<file path="src/rtl/alu_result_streamer_if.sv">
// Byte-stream bus between the ALU result streamer and its capture/sink side.
// The master modport is the streamer; the slave modport is the ALU/sink environment.
interface alu_result_streamer_if #(
    parameter int P_WIDTH = 16
);
    logic               start;
    logic [P_WIDTH-1:0] result;
    logic [4:0]         status;
    logic [7:0]         stream_byte;
    logic               valid;
    logic               ready;
    logic               busy;
    logic               done;

    modport master (
        input  start, result, status, ready,
        output stream_byte, valid, busy, done
    );

    modport slave (
        output start, result, status, ready,
        input  stream_byte, valid, busy, done
    );
endinterface

</file>
<file path="src/rtl/alu_result_streamer.sv">
// Snapshots a CR16 ALU result and status flags, then streams them as a framed,
// checksummed byte sequence (header, result MSB first, status, XOR checksum).
module alu_result_streamer #(
    parameter int         P_WIDTH  = 16,
    parameter logic [7:0] P_HEADER = 8'hA5
) (
    input logic                   clk,
    input logic                   rst_n,
    alu_result_streamer_if.master bus
);
    // P_WIDTH is expected to be a non-zero multiple of 8.
    localparam int               N        = P_WIDTH / 8;
    localparam int               IDX_W    = (N > 1) ? $clog2(N) : 1;
    localparam logic [IDX_W-1:0] LAST_IDX = IDX_W'(N - 1);

    typedef enum logic [2:0] {
        IDLE,
        HEADER,
        DATA,
        STATUS,
        CHECKSUM
    } state_t;

    state_t             state, state_next;
    logic [P_WIDTH-1:0] result_q, result_next;
    logic [4:0]         status_q, status_next;
    logic [IDX_W-1:0]   index, index_next;
    logic [7:0]         checksum, checksum_next;
    logic [7:0]         byte_q, byte_next;
    logic               valid_q, valid_next;
    logic               busy_q, busy_next;
    logic               done_q, done_next;
    logic               transfer;
    logic [7:0]         status_byte;

    function automatic logic [7:0] result_byte(input logic [P_WIDTH-1:0] r,
                                               input logic [IDX_W-1:0]   i);
        logic [P_WIDTH-1:0] shifted;
        shifted = r >> {i, 3'b000};
        return shifted[7:0];
    endfunction

    assign transfer    = valid_q && bus.ready;
    assign status_byte = {3'b000, status_q};

    // Every output is computed one cycle ahead here and registered below, so
    // valid never depends combinationally on ready.
    always_comb begin
        state_next    = state;
        result_next   = result_q;
        status_next   = status_q;
        index_next    = index;
        checksum_next = checksum;
        byte_next     = byte_q;
        valid_next    = valid_q;
        busy_next     = busy_q;
        done_next     = 1'b0;

        unique case (state)
            IDLE: begin
                if (bus.start) begin
                    result_next   = bus.result;
                    status_next   = bus.status;
                    checksum_next = P_HEADER;
                    byte_next     = P_HEADER;
                    valid_next    = 1'b1;
                    busy_next     = 1'b1;
                    state_next    = HEADER;
                end
            end
            HEADER: begin
                if (transfer) begin
                    index_next = LAST_IDX;
                    byte_next  = result_byte(result_q, LAST_IDX);
                    state_next = DATA;
                end
            end
            DATA: begin
                if (transfer) begin
                    checksum_next = checksum ^ byte_q;
                    if (index == '0) begin
                        byte_next  = status_byte;
                        state_next = STATUS;
                    end else begin
                        index_next = index - 1'b1;
                        byte_next  = result_byte(result_q, index - 1'b1);
                    end
                end
            end
            STATUS: begin
                if (transfer) begin
                    checksum_next = checksum ^ status_byte;
                    byte_next     = checksum ^ status_byte;
                    state_next    = CHECKSUM;
                end
            end
            CHECKSUM: begin
                if (transfer) begin
                    valid_next = 1'b0;
                    busy_next  = 1'b0;
                    done_next  = 1'b1;
                    state_next = IDLE;
                end
            end
            default: state_next = IDLE;
        endcase
    end

    always_ff @(posedge clk or negedge rst_n) begin
        if (!rst_n) begin
            state    <= IDLE;
            result_q <= '0;
            status_q <= '0;
            index    <= '0;
            checksum <= '0;
            byte_q   <= '0;
            valid_q  <= 1'b0;
            busy_q   <= 1'b0;
            done_q   <= 1'b0;
        end else begin
            state    <= state_next;
            result_q <= result_next;
            status_q <= status_next;
            index    <= index_next;
            checksum <= checksum_next;
            byte_q   <= byte_next;
            valid_q  <= valid_next;
            busy_q   <= busy_next;
            done_q   <= done_next;
        end
    end

    assign bus.stream_byte = byte_q;
    assign bus.valid       = valid_q;
    assign bus.busy        = busy_q;
    assign bus.done        = done_q;
endmodule

</file>
<file path="src/flat_wrapper.sv">
// flat-port wrapper written by rule: the top's interface ports become plain ports
module alu_result_streamer_flat 
#(
    parameter int         P_WIDTH  = 16,
    parameter logic [7:0] P_HEADER = 8'hA5
)
  (clk, rst_n, bus_start, bus_result, bus_status, bus_ready, bus_stream_byte, bus_valid, bus_busy, bus_done);
  alu_result_streamer_if #(.P_WIDTH(P_WIDTH)) bus_i ();
  input logic clk;
  input logic rst_n;
  input wire logic [$bits(bus_i.start)-1:0] bus_start;
  input wire logic [$bits(bus_i.result)-1:0] bus_result;
  input wire logic [$bits(bus_i.status)-1:0] bus_status;
  input wire logic [$bits(bus_i.ready)-1:0] bus_ready;
  output wire logic [$bits(bus_i.stream_byte)-1:0] bus_stream_byte;
  output wire logic [$bits(bus_i.valid)-1:0] bus_valid;
  output wire logic [$bits(bus_i.busy)-1:0] bus_busy;
  output wire logic [$bits(bus_i.done)-1:0] bus_done;
  assign bus_i.start = bus_start;
  assign bus_i.result = bus_result;
  assign bus_i.status = bus_status;
  assign bus_i.ready = bus_ready;
  assign bus_stream_byte = bus_i.stream_byte;
  assign bus_valid = bus_i.valid;
  assign bus_busy = bus_i.busy;
  assign bus_done = bus_i.done;
  alu_result_streamer #(.P_WIDTH(P_WIDTH), .P_HEADER(P_HEADER)) u_core (.clk(clk), .rst_n(rst_n), .bus(bus_i));
endmodule
</file>
<file path="config.mk">
export PLATFORM = sky130hd
export DESIGN_NAME = alu_result_streamer_flat
export DESIGN_NICKNAME = d
export VERILOG_FILES = /design/src/rtl/alu_result_streamer_if.sv /design/src/rtl/alu_result_streamer.sv /design/src/flat_wrapper.sv
export SDC_FILE = /design/constraint.sdc
export NUM_CORES = 1
export LEC_CHECK = 0
export BUFFER_PORTS_ARGS = -buffer_cell sky130_fd_sc_hd__buf_2
export CORE_UTILIZATION = 60
export DETAILED_ROUTE_END_ITERATION = 7
export GPL_ROUTABILITY_DRIVEN = 0
export PLACE_DENSITY = 0.95
export SLEW_MARGIN = 0
export SYNTH_ARGS = -nofsm -noshare
export SYNTH_HDL_FRONTEND = slang
export SYNTH_SLANG_ARGS = --single-unit
export TNS_END_PERCENT = 100
</file>
<file path="constraint.sdc">
create_clock -name clk -period 4.05 [get_ports clk]
set_input_delay 0.6075 -clock clk [delete_from_list [all_inputs] [get_ports clk]]
set_output_delay 0.6075 -clock clk [all_outputs]
set_load 0.01 [all_outputs]
</file>
=== Yosys cells after proc, flatten, opt, wreduce, memory -nomap -nowiden ===
Cells that the tools add are included.

* Bitwise operators: 2
* Equality and inequality tests: 10
* Shift operators: 1
* Mux-type cells: 24
* Reductions and logical operators: 12
* Add/sub/neg operators: 1

{| class="wikitable"
|+ Operator list
! cell !! count
|-
| 8-bit two-way mux || 6
|-
| 8-bit case mux with 4 select lines || 1
|-
| 8-bit case mux with 3 select lines || 1
|-
| 3-bit two-way mux || 6
|-
| 16-bit by 4-bit >> shifter with 8-bit output || 1
|-
| 3-bit case mux with 5 select lines || 1
|-
| 2-bit by 1-bit != test with 1-bit output (second input constant) || 4
|-
| 8-bit by 5-bit XOR with 8-bit output || 1
|-
| 8-bit XOR || 1
|-
| 1-bit two-way mux || 7
|-
| 3-bit by 2-bit equality test with 1-bit output (second input constant) || 2
|-
| 3-bit AND reduction || 2
|-
| 6-bit AND reduction || 1
|-
| 5-bit AND reduction || 1
|-
| 2-bit != test (second input constant) || 2
|-
| 1-bit case mux with 2 select lines || 2
|-
| 4-bit AND reduction || 1
|-
| 2-bit nonzero test || 2
|-
| 4-bit nonzero test || 1
|-
| 3-bit by 1-bit equality test with 1-bit output (second input constant) || 1
|-
| 3-bit equality test (second input constant) || 1
|-
| 3-bit zero test || 1
|-
| 3-bit nonzero test || 1
|-
| 2-bit AND reduction || 1
|-
| 2 further kinds || 2
|}

* Register bits after elaboration: 43
* Word-level logic and storage cells: 58
* Output and inout bits: 11
* Input bits: 25

=== Logic depth before layout (Yosys ltp) ===
Gate-level depths: netlist (run 1).

* Depth in word-level cells: 5
* Depth in mapped cells: 5
* Gate-level depth less buffers: 3

=== Worst setup path before layout (run 1) ===
Ideal clock, no wire load.

* Path type: input -> register
* Start: in bus_start
* End: reg u_core.byte_q[5] (netlist: u_core.bus.stream_byte[5])
* Required time: 3.925 ns
* Data arrival time: 1.537 ns
* Library setup time: 0.125 ns
* Stages: 3
* Path slack: 2.388 ns
* Cell sequence: or3b_1 > a21oi_2 > mux2_2

* Word-level cells in the longest chain between the ends: 2

{| class="wikitable"
|+ RTL lines
! what !! RTL line !! source
|-
| start, declared || flat_wrapper.sv:11 || <nowiki>input wire logic [$bits(bus_i.start)-1:0] bus_start;</nowiki>
|-
| 2-bit != test (no line) || - ||
|-
| 5-bit AND reduction (no line) || - ||
|-
| end signal, assigned || alu_result_streamer.sv:126 || <nowiki>byte_q <= byte_next;</nowiki>
|-
| end, declared || alu_result_streamer.sv:29 || <nowiki>logic [7:0] byte_q, byte_next;</nowiki>
|}

Every way passes these cells.
A chain may end at the register's enable or synchronous reset.

=== Final worst setup path (run 1) ===
* Start: reg u_core.state[1]
* End: reg u_core.result_q[3]

* Word-level cells in the longest chain between the ends: 2

{| class="wikitable"
|+ RTL lines
! what !! RTL line !! source
|-
| start, declared || alu_result_streamer.sv:24 || <nowiki>state_t state, state_next;</nowiki>
|-
| start signal, assigned || alu_result_streamer.sv:121 || <nowiki>state <= state_next;</nowiki>
|-
| 3-bit zero test || alu_result_streamer.sv:59 || <nowiki>unique case (state)</nowiki>
|-
| 2-bit AND reduction (no line) || - ||
|-
| end signal, assigned || alu_result_streamer.sv:122 || <nowiki>result_q <= result_next;</nowiki>
|-
| end, declared || alu_result_streamer.sv:25 || <nowiki>logic [P_WIDTH-1:0] result_q, result_next;</nowiki>
|}

Every way passes these cells.

==> flow_metrics.tcl, run 1 <==
set metrics [dict create \
    synth_top_area_share_pct 48.7 \
    yosys_most_used_dff "dfrtp_1" \
    place_ws_ns 1.81 \
    route.detailed.drc 0 \
    worst_pin_slew_ns 0.920 \
    netlist_instances 188 \
    cts.htree.levels 2 \
    crit_arrival_ns 2.43 \
    clock_latency_ns 0.30 \
    ir_drop_v 0.000383 \
    min_period_over_period_pct 55.7 \
    synth_top_area_cell "dfrtp_1" \
    dr.first_iter.drc_count 93 \
    synth-seq-cells 43 \
    path_class "reg -> reg" \
    final_layout_size_suffix_gt1_share_pct 28.7 \
    synthTopCellsByCount "dfrtp_1, mux2_2, mux2i_1" \
    hold_buffers 0 \
    pin_count 36 \
    ys_types 44 \
    clock-sinks 43 \
    outcome "completed" \
    p_per_area_nw_per_um2 804 \
    drv_cap 0 \
    fmax_mhz 443 \
    syn_area_um2 2210 \
    clockRootBuffer "clkbuf_8" \
    finalWorstSetupSlack_ns 1.79 \
    critPathMaxFanout 28 \
    finalHoldViolCount 0 \
    grt_remaining_overflow 0 \
    min_period_ns 2.26 \
    required_ns 4.23 \
    firstDrtPassIters 4 \
    slew_headroom_pct 38.7 \
    dp_hpwl_um 2990 \
    end_kind "register" \
    synth_most_common_cell "dfrtp_1" \
    dr_total_vias 1560 \
    fin_skew_ns 0.00847 \
    tns_ns 0 \
    fillerInstances 266 \
    viasPerCell 5.95 \
    tritoncts "done" \
    drv_slew 0 \
    grt_use_total_pct 23.9 \
    die_area_um2 3930 \
    grt_setup_unrepaired "no" \
    timing.hold.ws_ns 0.440 \
    min_path_type "in -> async" \
    async_reset_ff_share_pct 100 \
    start_util_pct 64.2 \
    cts_resized 0 \
    die_h_um 62.7 \
    ys_warn_count 0 \
    cts_buffers 5 \
    grt_pass1_vias 1561 \
    avgRoutedWirePerCell_um 16.2 \
    port_buffers 35 \
    clk_pin_slew_worst_paths_ns 0.08 \
    antenna_found_initial 0 \
    syn_nets 213 \
    ant_nets 0 \
    fp.dieW_um 62.7 \
    ys_seq_area_share_pct 48.7 \
    startpoint_type "register" \
    nets 240 \
    synth-edff-count 0 \
    area_growth_pct 11.9 \
    core_area_um2 3440 \
    avgSynthCellArea_um2 11.8 \
    totalWireLength_um 4250 \
    post_cts.repair.setup_buffers 0 \
    stdcell_count 262 \
    cts_max_path_buffers 2 \
    p_leak_nw 1.13 \
    rows 21 \
    grt_start_max_net_pins 44 \
    grt_pass1_wl_um 7140 \
    setup_violations 0 \
    place_inst 254 \
    antenna_cells 0 \
    yosys-top-cells-area "dfrtp_1, mux2_2, mux2i_1, mux2_1, o2bb2ai_1" \
]
==> worst max-delay path: stages (launching register included) <==
cell and delay [ns]:
dfrtp_1 0.69, nor4b_4 0.73, buf_4 0.36, mux2_1 0.35
==> cell families (layout without fill, tap and decap cells) <==
logic type | count (synthesis) | count (layout) | synth area share, %
xor gates and xnor gates | 6 | 6 | 2.38
DFF | 43 | 43 | 48.7
muxes | 38 | 38 | 18.6
AOI/OAI and AO/OA | 39 | 39 | 13.9
buffers and inverters | 20 | 48 | 4.98
and+or+nand+nor | 42 | 42 | 11.4
==> flip-flops by register name (all words and copies together), names as in the netlist <==
register	cells
u_core.state	3
u_core.status_q	5
u_core.checksum	8
u_core.result_q	16
u_core.bus.valid	1
u_core.index	1
u_core.bus.stream_byte	8
u_core.bus.done	1
==> layout by cell type (no fill, tap or decap), types with 2 or more instances in the layout <==
cell,synthesis,final
dfrtp_1,43,43
buf_2,7,35
mux2_2,15,15
mux2i_1,13,13
nor2_1,11,11
mux2_1,10,10
xnor2_1,6,6
o2bb2ai_1,6,6
clkbuf_8,0,6
nand2_1,5,5
nand3_1,5,5
inv_1,4,4
o211ai_1,3,3
o22ai_1,3,3
a2111oi_0,3,3
nor3_1,3,3
a211o_1,3,3
and3b_1,3,3
a21oi_1,2,2
o21ai_0,2,2
or3b_1,2,2
nand2b_1,2,2
nor2b_1,2,2
nand4b_1,2,2
a31oi_1,2,2
or3_1,2,2
o2111ai_1,2,2
o211a_1,2,2
a211oi_1,2,2
o32a_1,2,2
a21boi_1,2,2
==> final cells by class <==
class / count / area (um^2) / share of cell area, %
well taps: 46 / 57.6 / 2.33
flip-flops and latches: 43 / 1080 / 43.5
repair buffers: 36 / 183 / 7.38
multi-input cells: 125 / 1020 / 41.4
inverters: 4 / 15.0 / 0.607
clock inverters: 2 / 35.0 / 1.42
clock buffers: 6 / 82.6 / 3.34
==> path summary, 6_finish.rpt <==
check,startpoint,slack [ns],cells past startpoint,end
worst min-delay path,rst_n,0.44,1,u_core.bus.done
worst max-delay path,u_core.state[1],1.79,3,u_core.result_q[3]
worst min register to register,u_core.checksum[6],0.48,1,u_core.checksum[6]
min in group clk,u_core.checksum[6],0.48,1,u_core.checksum[6]
max in group asynchronous,rst_n,3.04,1,u_core.status_q[1]
worst max register to register,u_core.state[1],1.79,3,u_core.result_q[3]
==> per-stage QoR <==
step / total power [mW] / area [um^2] / utilization, %
5_1_grt: 2.13 / 2470 / 71.9
4_1_cts: 2.00 / 2470 / 71.9
2_1_floorplan: 1.48 / 2210 / -
6_report: 1.99 / 2470 / 71.9
3_3_place_gp: 1.62 / 2360 / 68.4
3_5_place_dp: 1.66 / 2360 / 68.4
==> layer usage <==
metal  track usage, %  up-vias  share of wire (%)
met5                0        -                  0
met4             9.88        0                1.8
met3             5.11        9                3.8
met2             39.3       35                 49
met1             30.7      767                 45
li1                 -      749                  -
==> where the power goes <==
part | internal [mW] | leakage, nW | total [mW] | switching, mW
Sequential | 0.631 | 0.507 | 0.884 | 0.254
Combinational | 0.428 | 0.559 | 0.760 | 0.332
Clock | 0.199 | 0.0612 | 0.344 | 0.144
Note: power is estimated with default switching activity, not from simulation.
==> inputs of run 2 (changes only) <==
--- a/config.mk
+++ b/config.mk
@@ -6,10 +6,10 @@
 export NUM_CORES = 1
 export LEC_CHECK = 0
 export BUFFER_PORTS_ARGS = -buffer_cell sky130_fd_sc_hd__buf_2
-export CORE_UTILIZATION = 60
+export CORE_UTILIZATION = 50
 export DETAILED_ROUTE_END_ITERATION = 7
 export GPL_ROUTABILITY_DRIVEN = 0
-export PLACE_DENSITY = 0.95
+export PLACE_DENSITY = 0.87
 export SLEW_MARGIN = 0
 export SYNTH_ARGS = -nofsm -noshare
 export SYNTH_HDL_FRONTEND = slang
==> constraint.sdc (replaced) <==
create_clock -name clk -period 2 [get_ports clk]
set_input_delay 0.3 -clock clk [delete_from_list [all_inputs] [get_ports clk]]
set_output_delay 0.3 -clock clk [all_outputs]
set_load 0.01 [all_outputs]
==> run 2 against run 1 <==
Register-to-register slack got worse by 1.6 ns. Design area increased by 0.81%. Core utilization decreased by 11 points. Clock power is 48% higher. Clock-buffer cell count unchanged.
==> flow_metrics.tcl, run 2 (synthesized netlist as in run 1, its figures left out) <==
set metrics [dict create \
    reg2reg_depth 3 \
    grt_use_total_pct 22.5 \
    cts.htree.levels 2 \
    place_ws_ns 0.238 \
    port_buffers 35 \
    grt_setup_unrepaired "no" \
    die_h_um 68.5 \
    startpoint_type "register" \
    grt_pass1_vias 1484 \
    dr_wl_met2_um 2250 \
    top_layer_used "met4" \
    grt_start_max_net_pins 37 \
    ant_nets 0 \
    clk_pin_slew_worst_paths_ns 0.08 \
    cts_resized 0 \
    end_kind "register" \
    antenna_cells 0 \
    p_leak_nw 1.14 \
    p_per_area_nw_per_um2 1590 \
    avgRoutedWirePerCell_um 16.7 \
    min_path_type "in -> async" \
    ir_drop_v 0.000752 \
    path_class "reg -> reg" \
    setup_violations 0 \
    worst_pin_slew_ns 0.765 \
    start_util_pct 53.7 \
    core_area_um2 4120 \
    outcome "completed" \
    grt_pass1_wl_um 7560 \
    wl_met1_um 1960 \
    stdcell_count 272 \
    required_ns 2.18 \
    nets 248 \
    dp_hpwl_um 3260 \
    clockRootBuffer "clkbuf_8" \
    viasPerCell 6.00 \
    fin_skew_ns 0.00507 \
    dr.first_iter.drc_count 147 \
    clock-sinks 43 \
    finalHoldViolCount 0 \
    reg2reg_from "u_core.state[0]" \
    pin_count 36 \
    fp.dieW_um 68.5 \
    r2r_setup_slack_ns 0.22 \
    regMostFlops "u_core.result_q" \
    cts_buffers 5 \
    firstDrtPassIters 4 \
    cts_max_path_buffers 2 \
    area_growth_pct 12.8 \
    grt_remaining_overflow 0 \
    rows 23 \
    min_period_ns 1.78 \
    die_area_um2 4690 \
    fmax_mhz 561 \
    critPathMaxFanout 12 \
    tritoncts "done" \
    min_period_over_period_pct 89.1 \
    drv_slew 0 \
    antenna_found_initial 0 \
    final_common_cell "dfrtp_1" \
    crit_start "u_core.state[0]" \
    place_inst 266 \
    r2r-end "u_core.bus.stream_byte[7]" \
    final_layout_size_suffix_gt1_share_pct 30.2 \
    route.detailed.drc 0 \
    post_cts.repair.setup_buffers 0 \
    drv_cap 0 \
    tns_ns 0 \
    finalWorstSetupSlack_ns 0.219 \
    largest_reg_flops 16 \
    layout_common_cells "dfrtp_1, buf_2, mux2_2, mux2i_1, nor2_1" \
    clock_latency_ns 0.29 \
    placed_area_um2 2420 \
    totalWireLength_um 4550 \
    dr_total_vias 1631 \
    final_area_um2 2490 \
    crit_arrival_ns 1.96 \
    hold_buffers 0 \
    wl_met3_um 285 \
    slew_headroom_pct 49.0 \
]
-- run 2: how the worst max path moves through the flow --
stage / to / slack [ns] / cells past startpoint
final: u_core.bus.stream_byte[7] / 0.22 / 3
after global routing: u_core.bus.stream_byte[7] / 0.16 / 3
after CTS: u_core.bus.stream_byte[7] / 0.23 / 3
after detailed placement: u_core.bus.stream_byte[7] / 0.24 / 3
after global placement: u_core.bus.stream_byte[5] / 0.31 / 3
after floorplan: u_core.result_q[0] / 0.40 / 4
-- run 2: worst max-delay path, stage by stage (launching register included) --
cell and delay, ns:
dfrtp_1 0.54, or3b_1 0.50, a21oi_2 0.26, mux2_2 0.37
-- run 2: cell type report --
class                   instances  area (um^2)
multi-input cells             125         1020
inverters                       4         15.0
flip-flops and latches         43         1080
fillers                       340         1620
well taps                      50         62.6
repair buffers                 44          243
clock buffers                   6         72.6
-- run 2: routing by layer --
metal | vias to the layer above | track usage [%]
met5 | - | 0
met4 | 0 | 7.55
met3 | 6 | 6.41
met2 | 54 | 34.3
met1 | 814 | 30.6
li1 | 757 | -
-- run 2: where the power goes --
part	internal (mW)	leakage, nW	switching, mW
Clock	0.233	0.0371	0.276
Combinational	0.932	0.598	0.811
Sequential	1.28	0.507	0.435
Total	2.44	1.14	1.52
-- run 2: metrics by stage --
| stage | power [mW] | hold slack [ns] | util, % |
|---|---|---|---|
| 6_report | 3.97 | 0.0776 | 60.6 |
| 5_1_grt | 4.25 | 0.151 | 60.6 |
| 4_1_cts | 3.98 | 0.110 | 60.6 |
| 3_5_place_dp | 3.47 | 0.425 | 58.8 |
| 3_3_place_gp | 3.37 | 0.429 | 58.8 |
| 2_1_floorplan | 2.99 | 0.00441 | - |
==> inputs of run 3 (changes only) <==
--- a/config.mk
+++ b/config.mk
@@ -5,7 +5,8 @@
 export SDC_FILE = /design/constraint.sdc
 export NUM_CORES = 1
 export LEC_CHECK = 0
-export BUFFER_PORTS_ARGS = -buffer_cell sky130_fd_sc_hd__buf_2
+export BUFFER_PORTS_ARGS = -buffer_cell sky130_fd_sc_hd__buf_4
+export CORE_MARGIN = 3
 export CORE_UTILIZATION = 50
 export DETAILED_ROUTE_END_ITERATION = 7
 export GPL_ROUTABILITY_DRIVEN = 0
==> run 3 against run 2 <==
The flow now finishes with violations (negative hold slack). Core utilization increased by 1.7 points. Flip-flop and latch count unchanged. Clock skew increased by 0.0046 ns. Die area increased by 12%. Design area increased by 3.5%. Total power increased by 2.0%. Global-route usage decreased by 3.4 points. Largest cell class unchanged.
==> flow_metrics.tcl, run 3 (synthesized netlist as in run 1, its figures left out) <==
set metrics [dict create \
    pwr-share-seq_pct 42.1 \
    cts_resized 0 \
    path_class "reg -> reg" \
    fp.dieW_um 72.5 \
    critPathSlowestCell "dfrtp_1" \
    crit_arrival_ns 1.99 \
    die_area_um2 5260 \
    cp_num_buf_inv 1 \
    outcome "finished with violations" \
    tns_ns 0 \
    end_kind "register" \
    stdcell_count 271 \
    clockRootBuffer "clkbuf_8" \
    grt_start_max_net_pins 44 \
    cts_buffers 5 \
    multiInputGateArea_um2 1020 \
    setup_violations 0 \
    slowest_delay_ns 0.61 \
    finalWorstSetupSlack_ns 0.248 \
    viasPerCell 5.92 \
    min_period_ns 1.75 \
    nets 246 \
    cts.htree.levels 2 \
    clock-sinks 43 \
    area_growth_pct 16.8 \
    min_period_over_period_pct 87.6 \
    drv_slew 0 \
    final_layout_size_suffix_gt1_share_pct 30.3 \
    fmax_mhz 571 \
    port_buffers 35 \
    required_ns 2.24 \
    die_h_um 72.5 \
    route.detailed.drc 0 \
    dr.first_iter.drc_count 155 \
    tritoncts "done" \
    min_path_type "in -> async" \
    p_comb_share_pct 44.3 \
    regMostFlops "u_core.result_q" \
    place_ws_ns 0.278 \
    grt_pass1_wl_um 7670 \
    post_cts.repair.setup_buffers 0 \
    totalWireLength_um 4550 \
    antenna_found_initial 0 \
    ir_drop_v 0.000785 \
    final_common_cell "dfrtp_1" \
    cp_top_family "compound AO/OA/AOI/OAI gates" \
    fillerInstances 359 \
    grt_pass1_vias 1561 \
    avgRoutedWirePerCell_um 16.8 \
    rows 23 \
    layout_common_cells "dfrtp_1, buf_4, mux2_2, mux2i_1, nor2_1" \
    dp_hpwl_um 3220 \
    final-seq-area_um2 1080 \
    swShare_pct 37.3 \
    timing.hold.ws_ns -0.0169 \
    p_per_area_nw_per_um2 1570 \
    grt_remaining_overflow 0 \
    critPathMaxFanout 16 \
    firstDrtPassIters 4 \
    pin_count 36 \
    finalHoldViolCount 43 \
    power_switching_mw 1.51 \
    hold_buffers 0 \
    cts_max_path_buffers 2 \
    ant_nets 0 \
    slew_headroom_pct 60.8 \
    dr_total_vias 1604 \
    grt_use_total_pct 19.1 \
    violations "negative hold slack" \
    clock_latency_ns 0.30 \
    crit_path_cell_trace "buf_4 -> nor2_1 -> a2111oi_0 -> a211o_1" \
    pwr-share-clk_pct 13.6 \
    clk_pin_slew_worst_paths_ns 0.08 \
    p_int_mw 2.54 \
    largest_reg_flops 16 \
    antenna_cells 0 \
    p_leak_nw 1.17 \
    fin_skew_ns 0.00963 \
    startpoint_type "register" \
    drv_cap 0 \
    place_inst 264 \
    core_area_um2 4140 \
    grt_setup_unrepaired "no" \
    worst_pin_slew_ns 0.573 \
    start_util_pct 53.4 \
]
## run 3: changes by cell type in the layout (fill, tap and decap cells not counted), sizes merged
| cell | change |
|---|---|
| clkinv | +1 |
| buf | -2 |
## run 3: cell type report
| cell class | instances | share of cell area [%] |
|---|---|---|
| sequential | 43 | 41.7 |
| clock inverter | 1 | 0.194 |
| inverter | 4 | 0.582 |
| timing repair buffer | 42 | 12.2 |
| tap | 50 | 2.42 |
| clock buffer | 6 | 3.20 |
| multi-input combinational | 125 | 39.7 |
## run 3: stage by stage
stage               utilization (%)  total power, mW  area, um^2
floorplan                         -             2.99        2210
global placement               60.2             3.45        2490
detailed placement             60.2             3.51        2490
CTS                            62.3             4.08        2580
global route                   62.3             4.33        2580
finish                         62.3             4.05        2580
## run 3: power groups by stage
stage	Combinational, mW	Clock, mW	Sequential [mW]
after floorplan	1.43	0	1.56
after global placement	1.75	0	1.69
final	1.79	0.551	1.70
after global routing	1.97	0.598	1.76
after CTS	1.81	0.564	1.70
after detailed placement	1.79	0	1.72
## run 3: final timing paths
check,start,end,slack (ns),cells after the start
max,u_core.state[1],u_core.bus.stream_byte[3],0.25,4
max reg2reg,u_core.state[1],u_core.bus.stream_byte[3],0.25,4
max in group asynchronous,rst_n,u_core.status_q[0],1.65,1
min,rst_n,u_core.checksum[4],-0.02,1
min reg2reg,u_core.result_q[3],u_core.result_q[3],0.49,1
min in group clk,bus_result[3],u_core.result_q[3],0.22,2
## run 3: metal layers
metal / share of wire [%] / wire [um] / up-vias / track usage (%)
met5: 0 / 0 / - / 0
met2: 49 / 2210 / 48 / 29.3
li1: - / - / 762 / -
met3: 5.3 / 241 / 8 / 5.68
met4: 1.5 / 70 / 0 / 6.15
met1: 45 / 2030 / 786 / 26.1
## run 3: worst register-to-register path: cells and delay by family, from the launching register on
kind	cells	cell delay, ns
AO/OA/AOI/OAI	2	0.72
flip-flops	1	0.61
buffers and inverters	1	0.29
AND/OR/NAND/NOR	1	0.08
